<file path="config.mk">
export PLATFORM = sky130hd
export DESIGN_NAME = imem_loader
export DESIGN_NICKNAME = d
export VERILOG_FILES = /design/src/rtl/imem_loader.sv
export SDC_FILE = /design/constraint.sdc
export NUM_CORES = 1
export LEC_CHECK = 0
export ABC_AREA = 0
export CAP_MARGIN = 30
export CORE_MARGIN = 2
export CORE_UTILIZATION = 28
export CTS_BUF_LIST = sky130_fd_sc_hd__clkbuf_8
export DETAILED_ROUTE_END_ITERATION = 10
export SETUP_SLACK_MARGIN = 0.1
export SYNTH_ARGS = -nofsm -noshare
export SYNTH_HDL_FRONTEND = slang
export SYNTH_SLANG_ARGS = --single-unit
</file>
<file path="constraint.sdc">
create_clock -name clk -period 3 [get_ports clk]
set_input_delay 0.45 -clock clk [delete_from_list [all_inputs] [get_ports clk]]
set_output_delay 0.45 -clock clk [all_outputs]
set_load 0.05 [all_outputs]
</file>
<file path="src/rtl/imem_loader.sv">
// -----------------------------------------------------------------------------
// imem_loader
//
// Program loader for the instruction RAM. It takes bytes from the debug UART
// receiver and packs them big-endian into 32-bit words (the first byte lands in
// [31:24]). It then drives the RAM write port with one write strobe per word,
// advancing the byte address by 4 after each word. A load ends on HALT_WORD,
// which is itself written, or when the last word of the RAM has been written.
// In either case the loader parks in DONE until the next start pulse.
//
// Optional feature (compile-time macro LOADER_CHECKSUM_EN):
//   After the HALT write, one more byte is expected. o_error is set if that byte
//   differs from the XOR of all program bytes, HALT bytes included. A load that
//   ends on memory-full skips this byte. Without the macro, o_error is tied 0.
//
// Parameters
//   NB_DATA   : word width, 32 (packing is 4 bytes per word)
//   NB_ADDR   : RAM byte-address width, capacity 2**NB_ADDR bytes
//   HALT_WORD : end-of-program marker
//
// Ports
//   clk            in   system clock, rising edge
//   i_reset        in   asynchronous active-high reset
//   i_start        in   start pulse, honoured only in IDLE or DONE
//   i_rx_data      in   received byte
//   i_rx_valid     in   one-cycle strobe qualifying i_rx_data
//   o_write_enable out  RAM write strobe, one cycle per word
//   o_data         out  packed word (registered)
//   o_addr_w       out  RAM byte address of the current word (registered)
//   o_busy         out  load in progress
//   o_done         out  load finished (level)
//   o_word_count   out  words written in this load
//   o_error        out  checksum mismatch
// -----------------------------------------------------------------------------
module imem_loader #(
  parameter int                 NB_DATA   = 32,
  parameter int                 NB_ADDR   = 8,
  parameter logic [NB_DATA-1:0] HALT_WORD = 32'hFFFF_FFFF
) (
  input  logic               clk,
  input  logic               i_reset,
  input  logic               i_start,
  input  logic [7:0]         i_rx_data,
  input  logic               i_rx_valid,
  output logic               o_write_enable,
  output logic [NB_DATA-1:0] o_data,
  output logic [NB_ADDR-1:0] o_addr_w,
  output logic               o_busy,
  output logic               o_done,
  output logic [NB_ADDR-2:0] o_word_count,
  output logic               o_error
);

  // The word counter must hold 2**(NB_ADDR-2) on a full load, hence NB_ADDR-1 bits.
  localparam int                 NB_WCNT   = NB_ADDR - 1;
  localparam logic [NB_ADDR-1:0] LAST_ADDR = {{(NB_ADDR-2){1'b1}}, 2'b00};

`ifdef LOADER_CHECKSUM_EN
  typedef enum logic [2:0] {S_IDLE, S_RECV, S_WRITE, S_CHECK, S_DONE} state_t;
`else
  typedef enum logic [1:0] {S_IDLE, S_RECV, S_WRITE, S_DONE} state_t;
`endif

  state_t state_q, state_d;

  // Only the three leading bytes are buffered. The fourth byte goes straight
  // into the word register.
  logic [NB_DATA-9:0] shreg_q;
  logic [NB_DATA-1:0] data_q;
  logic [1:0]         byte_cnt_q;
  logic [NB_ADDR-1:0] addr_q;
  logic [NB_WCNT-1:0] word_cnt_q;

  logic start_load;    // clear per-load state and enter RECV
  logic take_byte;     // shift i_rx_data into the word being assembled
  logic advance_addr;  // move to the next word slot after a non-final write
  logic is_halt;
  logic at_last;

  assign is_halt = (data_q == HALT_WORD);
  assign at_last = (addr_q == LAST_ADDR);

`ifdef LOADER_CHECKSUM_EN
  logic       check_byte;  // i_rx_data is the trailing checksum byte
  logic [7:0] csum_q;
  logic       error_q;
`endif

  // ---------------------------------------------------------------------------
  // State register
  // ---------------------------------------------------------------------------
  // NOTE: sequential state uses non-blocking assignments so every flop samples pre-edge values.
  always_ff @(posedge clk or posedge i_reset) begin
    if (i_reset) state_q <= S_IDLE;
    else         state_q <= state_d;
  end

  // ---------------------------------------------------------------------------
  // Next-state and control decode
  // ---------------------------------------------------------------------------
  always_comb begin
    // NOTE: defaults first, so no branch leaves a signal unassigned and no latch is inferred.
    state_d      = state_q;
    start_load   = 1'b0;
    take_byte    = 1'b0;
    advance_addr = 1'b0;
`ifdef LOADER_CHECKSUM_EN
    check_byte   = 1'b0;
`endif
    case (state_q)
      S_IDLE, S_DONE: begin
        if (i_start) begin
          start_load = 1'b1;
          state_d    = S_RECV;
        end
      end
      S_RECV: begin
        if (i_rx_valid) begin
          take_byte = 1'b1;
          if (byte_cnt_q == 2'd3) state_d = S_WRITE;
        end
      end
      S_WRITE: begin
        if (is_halt) begin
`ifdef LOADER_CHECKSUM_EN
          // A byte arriving in this cycle is already the checksum.
          if (i_rx_valid) begin
            check_byte = 1'b1;
            state_d    = S_DONE;
          end else begin
            state_d    = S_CHECK;
          end
`else
          state_d = S_DONE;
`endif
        end else if (at_last) begin
          state_d = S_DONE;  // memory full: the address is held, never wrapped
        end else begin
          advance_addr = 1'b1;
          state_d      = S_RECV;
          // A byte arriving in the write cycle becomes byte 0 of the next word.
          take_byte    = i_rx_valid;
        end
      end
`ifdef LOADER_CHECKSUM_EN
      S_CHECK: begin
        if (i_rx_valid) begin
          check_byte = 1'b1;
          state_d    = S_DONE;
        end
      end
`endif
      default: state_d = S_IDLE;
    endcase
  end

  // ---------------------------------------------------------------------------
  // Datapath
  // ---------------------------------------------------------------------------
  always_ff @(posedge clk or posedge i_reset) begin
    if (i_reset) begin
      shreg_q    <= '0;
      data_q     <= '0;
      byte_cnt_q <= '0;
      addr_q     <= '0;
      word_cnt_q <= '0;
    end else begin
      if (start_load) begin
        byte_cnt_q <= '0;
        addr_q     <= '0;
        word_cnt_q <= '0;
      end
      if (take_byte) begin
        shreg_q    <= {shreg_q[NB_DATA-17:0], i_rx_data};
        byte_cnt_q <= byte_cnt_q + 2'd1;  // wraps to 0 on the fourth byte
        if (byte_cnt_q == 2'd3) data_q <= {shreg_q, i_rx_data};
      end
      // The terminating write is counted too.
      if (state_q == S_WRITE) word_cnt_q <= word_cnt_q + NB_WCNT'(1);
      if (advance_addr)       addr_q     <= addr_q + NB_ADDR'(4);
    end
  end

`ifdef LOADER_CHECKSUM_EN
  always_ff @(posedge clk or posedge i_reset) begin
    if (i_reset) begin
      csum_q  <= '0;
      error_q <= 1'b0;
    end else begin
      if (start_load) begin
        csum_q  <= '0;
        error_q <= 1'b0;
      end
      if (take_byte)  csum_q  <= csum_q ^ i_rx_data;
      if (check_byte) error_q <= (i_rx_data != csum_q);
    end
  end

  assign o_error = error_q;
  assign o_busy  = (state_q == S_RECV) || (state_q == S_WRITE) || (state_q == S_CHECK);
`else
  assign o_error = 1'b0;
  assign o_busy  = (state_q == S_RECV) || (state_q == S_WRITE);
`endif

  // The strobe decodes from the state register, so an asserted reset drops it at once.
  assign o_write_enable = (state_q == S_WRITE);
  assign o_done         = (state_q == S_DONE);
  assign o_data         = data_q;
  assign o_addr_w       = addr_q;
  assign o_word_count   = word_cnt_q;

endmodule

</file>
==> metrics.md, run 1 <==
| Metric | Value |
|---|---|
| Type of origin of the critical path | register |
| Number of flops mapped to enable cells by yosys | 0 |
| Least-Margin Pin Slew | 0.538 ns |
| Root Buffer | clkbuf_8 |
| Crit-path cells | inv_1 > ha_1 > clkdlybuf4s50_1 |
| Critical path peak fanout | 13 |
| Min-Delay Path Class | primary input to async pin |
| RSZ-0062 raised after global routing | false |
| I/O Buffers | 59 |
| Clock latency on the worst-skew pair | around 0.34 ns |
| Synthesis-to-layout area growth | 29.4% |
| Synth Instances | between 200 and 250 |
| Initial core utilization | 0.289 |
| Final setup fails | 0 |
| FFs w/ async S/R, synth | 1.00 |
| Vias | 1985 |
| Commonest cells in the netlist | 73 x dfrtp_1, 34 x mux2_1, 22 x mux2_2 |
| Synth Flop Type | dfrtp_1 |
| Synth area leaders | dfrtp_1 58%, mux2_1 12%, mux2_2 7.9% |
| Clk sink count | 73 |
| Cts bufs inserted | 9 |
| Ant diodes | 0 |
| Vias in the first global route | slightly above 2000 |
| Critical path type | register to primary output |
| Worst r2r path cells | 7 |
| Final nets | about 310 |
| Die area | 0.0121 mm2 |
| Max stage delay cell, worst path | clkdlybuf4s50_1 |
| Routed len/inst | between 10 and 15 um |
| Worst Path Buf+Inv | 2 |
| Final hold vios | 0 |
| Place WS | 0.805 ns |
| Post-synthesis sequential area ratio | 0.580 |
| Buffer count from post-CTS setup fixing | 0 |
| R2R setup slack | approximately 0.80 ns |
| CTS-repair resized insts | 0 |
| Share of the synthesized area in the top cell type | 0.580 |
| 1st-pass router iterations | 3 |
| FF+latch count, synth | 73 |
| Syn Area/Cell | 13.8 um2 |
| DP HPWL | 4.65 mm |
| H-tree depth | 3 |
| Final instance area | around 0.0041 mm2 |
| Gr ovfl total | 0 |
| Fin crit share | 0.854 |
| WP data arrival | 2.11 ns |
| Warnings from Yosys | 0 |
| Status | completed |
| Cell count along the critical path | 3 |
| Post-synthesis cell type count | 35 |
| Worst setup EP type | primary output |
| Capture point of the worst path | o_write_enable |
| Antenna-violating nets left | 0 |
| Post-Place Cell Area | 0.00389 mm2 |
| Via/cell ratio | approximately 4.5 |
| CP max stage delay | 0.89 ns |
| GP Congestion | 0.752 |
| Cell taking the most area after synthesis | dfrtp_1 |
| Total GRT Usage | 0.117 |
| Final Critical Period | 2.56 ns |
| MaxCap Viol Count | 0 |
| First-pass GRT wire length | 10.6 mm |
| Fillers | 1030 |
| WP data required | 2.55 ns |
| Post-route setup TNS | 0 ns |
| VDD IR max | approximately 650 uV |
| CTS tree | yes |
| Core Region | 0.0109 mm2 |
| Reg-to-Reg End | o_data[24]$_DFFE_PP0P_ |
| 1st-iter DRT viols | 78 |
| Final Max Tran Viols | 0 |
| Leak pwr | 1.75 nW |
| DIE HEIGHT | 110 um |
| Clock buffer depth | 2 |
| I/O pin count | 63 |
| Crit path launch | state_q[0]$_DFFE_PP0P_ |
| Final WL | 6.54 mm |
| Die Width | 110 um |
| P per Cell Area | 1190 mW/mm2 |
| Most frequent cell after synthesis | dfrtp_1 |
| Initial antenna violation count | 0 |
| Crit path max-delay family | buffers and inverters |
| # DRC | 0 |
| R2r startpoint | state_q[0]$_DFFE_PP0P_ |
| # rows | 38 |
| Cell Area, Synth | 0.00315 mm2 |
| Slew headroom | 0.640 |
| Fmax | 390 MHz |
| Reg clk slew, reported paths | 0.08 ns |
| Hold-fix buffer count after cts | 0 |
| Worst setup margin | 0.438 ns |
| Largest net degree at the start of global routing | 74 |
| Clock Skew | 0.00872 ns |
| Layout cells sized above 1 | 0.158 |
| Post-Route Utilization | 0.374 |
tightest hold or removal path: cells and delay by family:
kind / cells / cell delay (ns)
buffers and inverters: 3 / 0.80
cell type report:
| cell class | instances | area, um2 | area share |
|---|---|---|---|
| clock buffer | 10 | 138 | 0.0338 |
| clock inverter | 6 | 43.8 | 0.0107 |
| inverter | 7 | 26.3 | 0.00645 |
| multi-input combinational | 140 | 1230 | 0.301 |
| sequential | 73 | 1830 | 0.448 |
| tap | 140 | 175 | 0.0430 |
| timing repair buffer | 62 | 638 | 0.157 |
cells in the final DEF, fill, tap and decap left out, types with 3 or more instances in the layout:
master | synthesis | layout
a211o_1 | 3 | 3
clkbuf_8 | 0 | 10
clkdlybuf4s50_1 | 0 | 59
clkinvlp_4 | 0 | 3
conb_1 | 1 | 3
dfrtp_1 | 73 | 73
ha_1 | 7 | 7
inv_1 | 7 | 7
mux2_1 | 34 | 34
mux2_2 | 22 | 22
nand2_1 | 13 | 13
nand3_1 | 5 | 5
nand4_1 | 10 | 10
nor2_1 | 4 | 4
o21ai_0 | 11 | 11
o31ai_1 | 3 | 3
report_power, final:
part	internal, mW	total [mW]	switching, mW
clock network	0.324	0.700	0.376
registers	1.42	1.78	0.358
logic	0.923	2.37	1.44
worst min-delay path by stage:
stage,startpoint,end,slack [ns],depth (start not counted)
final,i_reset,o_word_count[6]$_DFFE_PP0P_,0.49,3
after global routing,byte_cnt_q[0]$_DFFE_PP0P_,byte_cnt_q[0]$_DFFE_PP0P_,0.51,1
after CTS,shreg_q[20]$_DFFE_PP0P_,shreg_q[20]$_DFFE_PP0P_,0.50,1
after detailed placement,shreg_q[16]$_DFFE_PP0P_,shreg_q[16]$_DFFE_PP0P_,0.48,1
after global placement,byte_cnt_q[0]$_DFFE_PP0P_,byte_cnt_q[0]$_DFFE_PP0P_,0.47,1
after floorplan,byte_cnt_q[0]$_DFFE_PP0P_,byte_cnt_q[0]$_DFFE_PP0P_,0.45,1
through the flow:
step           hold slack, ns  power [mW]  cells
6_report                0.495        4.85    438
4_1_cts                 0.503        4.91    438
2_1_floorplan           0.452        3.40    230
3_3_place_gp            0.472        4.15    422
5_1_grt                 0.511        5.15    438
3_5_place_dp            0.484        4.20    422
cell families (layout without fill, tap and decap cells):
kind of cell	count (synthesis)	count (layout)	share of synthesized area
AOI/OAI and AO/OA	29	29	0.0691
xor gates and xnor gates	2	2	0.00556
adders and majority gates	7	7	0.0278
buffers and inverters	17	85	0.0326
DFF	73	73	0.580
muxes	58	58	0.207
other	1	3	0.00119
and+or+nand+nor	41	41	0.0774
flip-flops by register name (all words and copies together), names as in the netlist:
signal	cells
byte_cnt_q	2
o_data	32
o_word_count	7
o_addr_w	6
state_q	2
shreg_q	24
metal layers:
| layer | global-route usage | share of wire | vias up |
|---|---|---|---|
| met5 | 0 | 0 | - |
| met2 | 0.169 | 0.46 | 39 |
| met4 | 0.0461 | 0.015 | 0 |
| met3 | 0.0359 | 0.051 | 9 |
| met1 | 0.163 | 0.47 | 981 |
| li1 | - | - | 956 |
(Power assumes the default switching activity.)
==> run 2: changes to the inputs <==
CORE_UTILIZATION = 35   (was 28)
CTS_BUF_LIST = sky130_fd_sc_hd__clkbuf_2   (was sky130_fd_sc_hd__clkbuf_8)
GPL_ROUTABILITY_DRIVEN = 0   (was default)
==> metrics.md, run 2 (same netlist as run 1, synthesis figures left out) <==
| Metric | Value |
|---|---|
| Status | completed |
| I/O Buffers | 59 (unchanged) |
| Clock Skew | 0.0366 ns (+0.0279 ns) |
| Final hold vios | 0 (unchanged) |
| Post-Place Cell Area | 0.00388 mm2 (-0.45%) |
| Critical path type | register to primary output |
| Least-Margin Pin Slew | 0.533 ns (-0.00526 ns) |
| Placed cell count | 393 (-6.9%) |
| Synthesis-to-layout area growth | 26.2% |
| Initial core utilization | 0.361 (+0.0719) |
| Worst setup EP type | primary output |
| CTS-repair resized insts | 0 (unchanged) |
| Fillers | 796 (-23%) |
| Buffer count from post-CTS setup fixing | 0 (unchanged) |
| Area of the multi-input gates | 0.00123 mm2 (unchanged) |
| Clock latency on the worst-skew pair | 0.52 ns (+0.18 ns) |
| Via/cell ratio | 4.88 (+7.7%) |
| Routed len/inst | 15.4 um (+2.9%) |
| Type of origin of the critical path | register |
| Place WS | 0.715 ns (-0.0896 ns) |
| Post-route setup TNS | 0 ns (unchanged) |
| Vias in the first global route | 1981 (-1.5%) |
| Register Area | 0.00183 mm2 (unchanged) |
| MaxCap Viol Count | 0 (unchanged) |
| Final hold slack | 0.184 ns (-0.311 ns) |
| 1st-iter DRT viols | 21 (-73%) |
| 1st-pass router iterations | 4 (+1) |
| # DRC | 0 (unchanged) |
| Slew headroom | 0.643 (+0.00352) |
| Final WL | 6.29 mm (-3.9%) |
| Most common cell after layout, fill and taps aside | dfrtp_1 |
| Reg clk slew, reported paths | 0.24 ns (+0.16 ns) |
| Final instance area | 0.00398 mm2 (-2.5%) |
| Die area | 0.00978 mm2 (-19%) |
| Hold-fix buffer count after cts | 0 (unchanged) |
| Gr ovfl total | 0 (unchanged) |
| RSZ-0062 raised after global routing | false |
| Largest net degree at the start of global routing | 42 (-43%) |
| Final setup fails | 0 (unchanged) |
| Leak pwr | 1.73 nW (-0.84%) |
| Worst setup margin | 0.209 ns (-0.230 ns) |
| Cts bufs inserted | 9 (unchanged) |
| Max reg flops | 32 (unchanged) |
| Vias | 1997 (+0.60%) |
| # rows | 34 (-11%) |
| WP data arrival | 2.34 ns (+0.23 ns) |
| Final Max Tran Viols | 0 (unchanged) |
| Final nets | 315 (+0.96%) |
| VDD IR max | 607 uV (-6.4%) |
| Most frequent cells in the layout | 73 x dfrtp_1, 59 x clkdlybuf4s50_1, 34 x mux2_1, 22 x mux2_2, 13 x nand2_1 |
| First-pass GRT wire length | 10.3 mm (-2.7%) |
| H-tree depth | 3 (unchanged) |
| Root Buffer | clkbuf_2 |
| Core Region | 0.00872 mm2 (-20%) |
| Total GRT Usage | 0.134 (+0.0171) |
| Clk sink count | 73 (unchanged) |
| DIE HEIGHT | 98.9 um (-10%) |
| Fin crit share | 0.930 (+0.0766) |
| Initial antenna violation count | 0 (unchanged) |
| Ant diodes | 0 (unchanged) |
| Critical path peak fanout | 13 (unchanged) |
| Min-Delay Path Class | primary input to async pin |
| P per Cell Area | 1170 mW/mm2 (-1.9%) |
| WP data required | 2.55 ns (about the same) |
| DP HPWL | 4.57 mm (-1.7%) |
| Antenna-violating nets left | 0 (unchanged) |
| CTS tree | yes |
| Clock buffer depth | 2 (unchanged) |
| Die Width | 98.9 um (-10%) |
| I/O pin count | 63 (unchanged) |
| Non-filler instance count after layout | 409 (-6.6%) |
| Layout cells sized above 1 | 0.166 (+0.00839) |
| Fmax | 358 MHz (-8.2%) |
| Final Critical Period | 2.79 ns (+0.230 ns) |
run 2: final timing paths:
kind	slack [ns]	end	start	cells after the start
worst min-delay path	0.18	o_data[31]$_DFFE_PP0P_	i_reset	2
worst max-delay path	0.21	o_write_enable	state_q[0]$_DFFE_PP0P_	3
min in group clk	0.50	byte_cnt_q[0]$_DFFE_PP0P_	byte_cnt_q[0]$_DFFE_PP0P_	1
worst max register to register	0.69	o_data[16]$_DFFE_PP0P_	o_data[31]$_DFFE_PP0P_	6
max in group asynchronous	2.23	shreg_q[1]$_DFFE_PP0P_	i_reset	3
worst min register to register	0.50	byte_cnt_q[0]$_DFFE_PP0P_	byte_cnt_q[0]$_DFFE_PP0P_	1
run 2: metrics by stage:
| stage | util | power [mW] |
|---|---|---|
| after floorplan | - | 3.40 |
| after global placement | 0.445 | 4.16 |
| after detailed placement | 0.445 | 4.20 |
| after CTS | 0.456 | 4.69 |
| after global routing | 0.456 | 4.90 |
| final | 0.456 | 4.64 |
run 2: report_power, final:
| group | switching [mW] | internal [mW] |
|---|---|---|
| clock network | 0.379 | 0.116 |
| registers | 0.356 | 1.42 |
| logic | 1.44 | 0.929 |
run 2: cell type report:
cell class	count	area share
clock buffer	9	0.0113
tap	108	0.0340
sequential	73	0.459
timing repair buffer	65	0.166
clock inverter	7	0.0135
multi-input combinational	140	0.309
inverter	7	0.00661
run 2: layer usage:
| metal | track usage | part of all wire | vias to the layer above |
|---|---|---|---|
| li1 | - | - | 967 |
| met1 | 0.184 | 0.49 | 985 |
| met2 | 0.206 | 0.47 | 35 |
| met3 | 0.0220 | 0.025 | 10 |
| met4 | 0.0664 | 0.019 | 0 |
| met5 | 0 | 0 | - |
run 2: critical path: stages, from the launching register on:
cell and delay [ns]:
dfrtp_1 0.46, inv_1 0.07, ha_1 0.41, clkdlybuf4s50_1 0.89
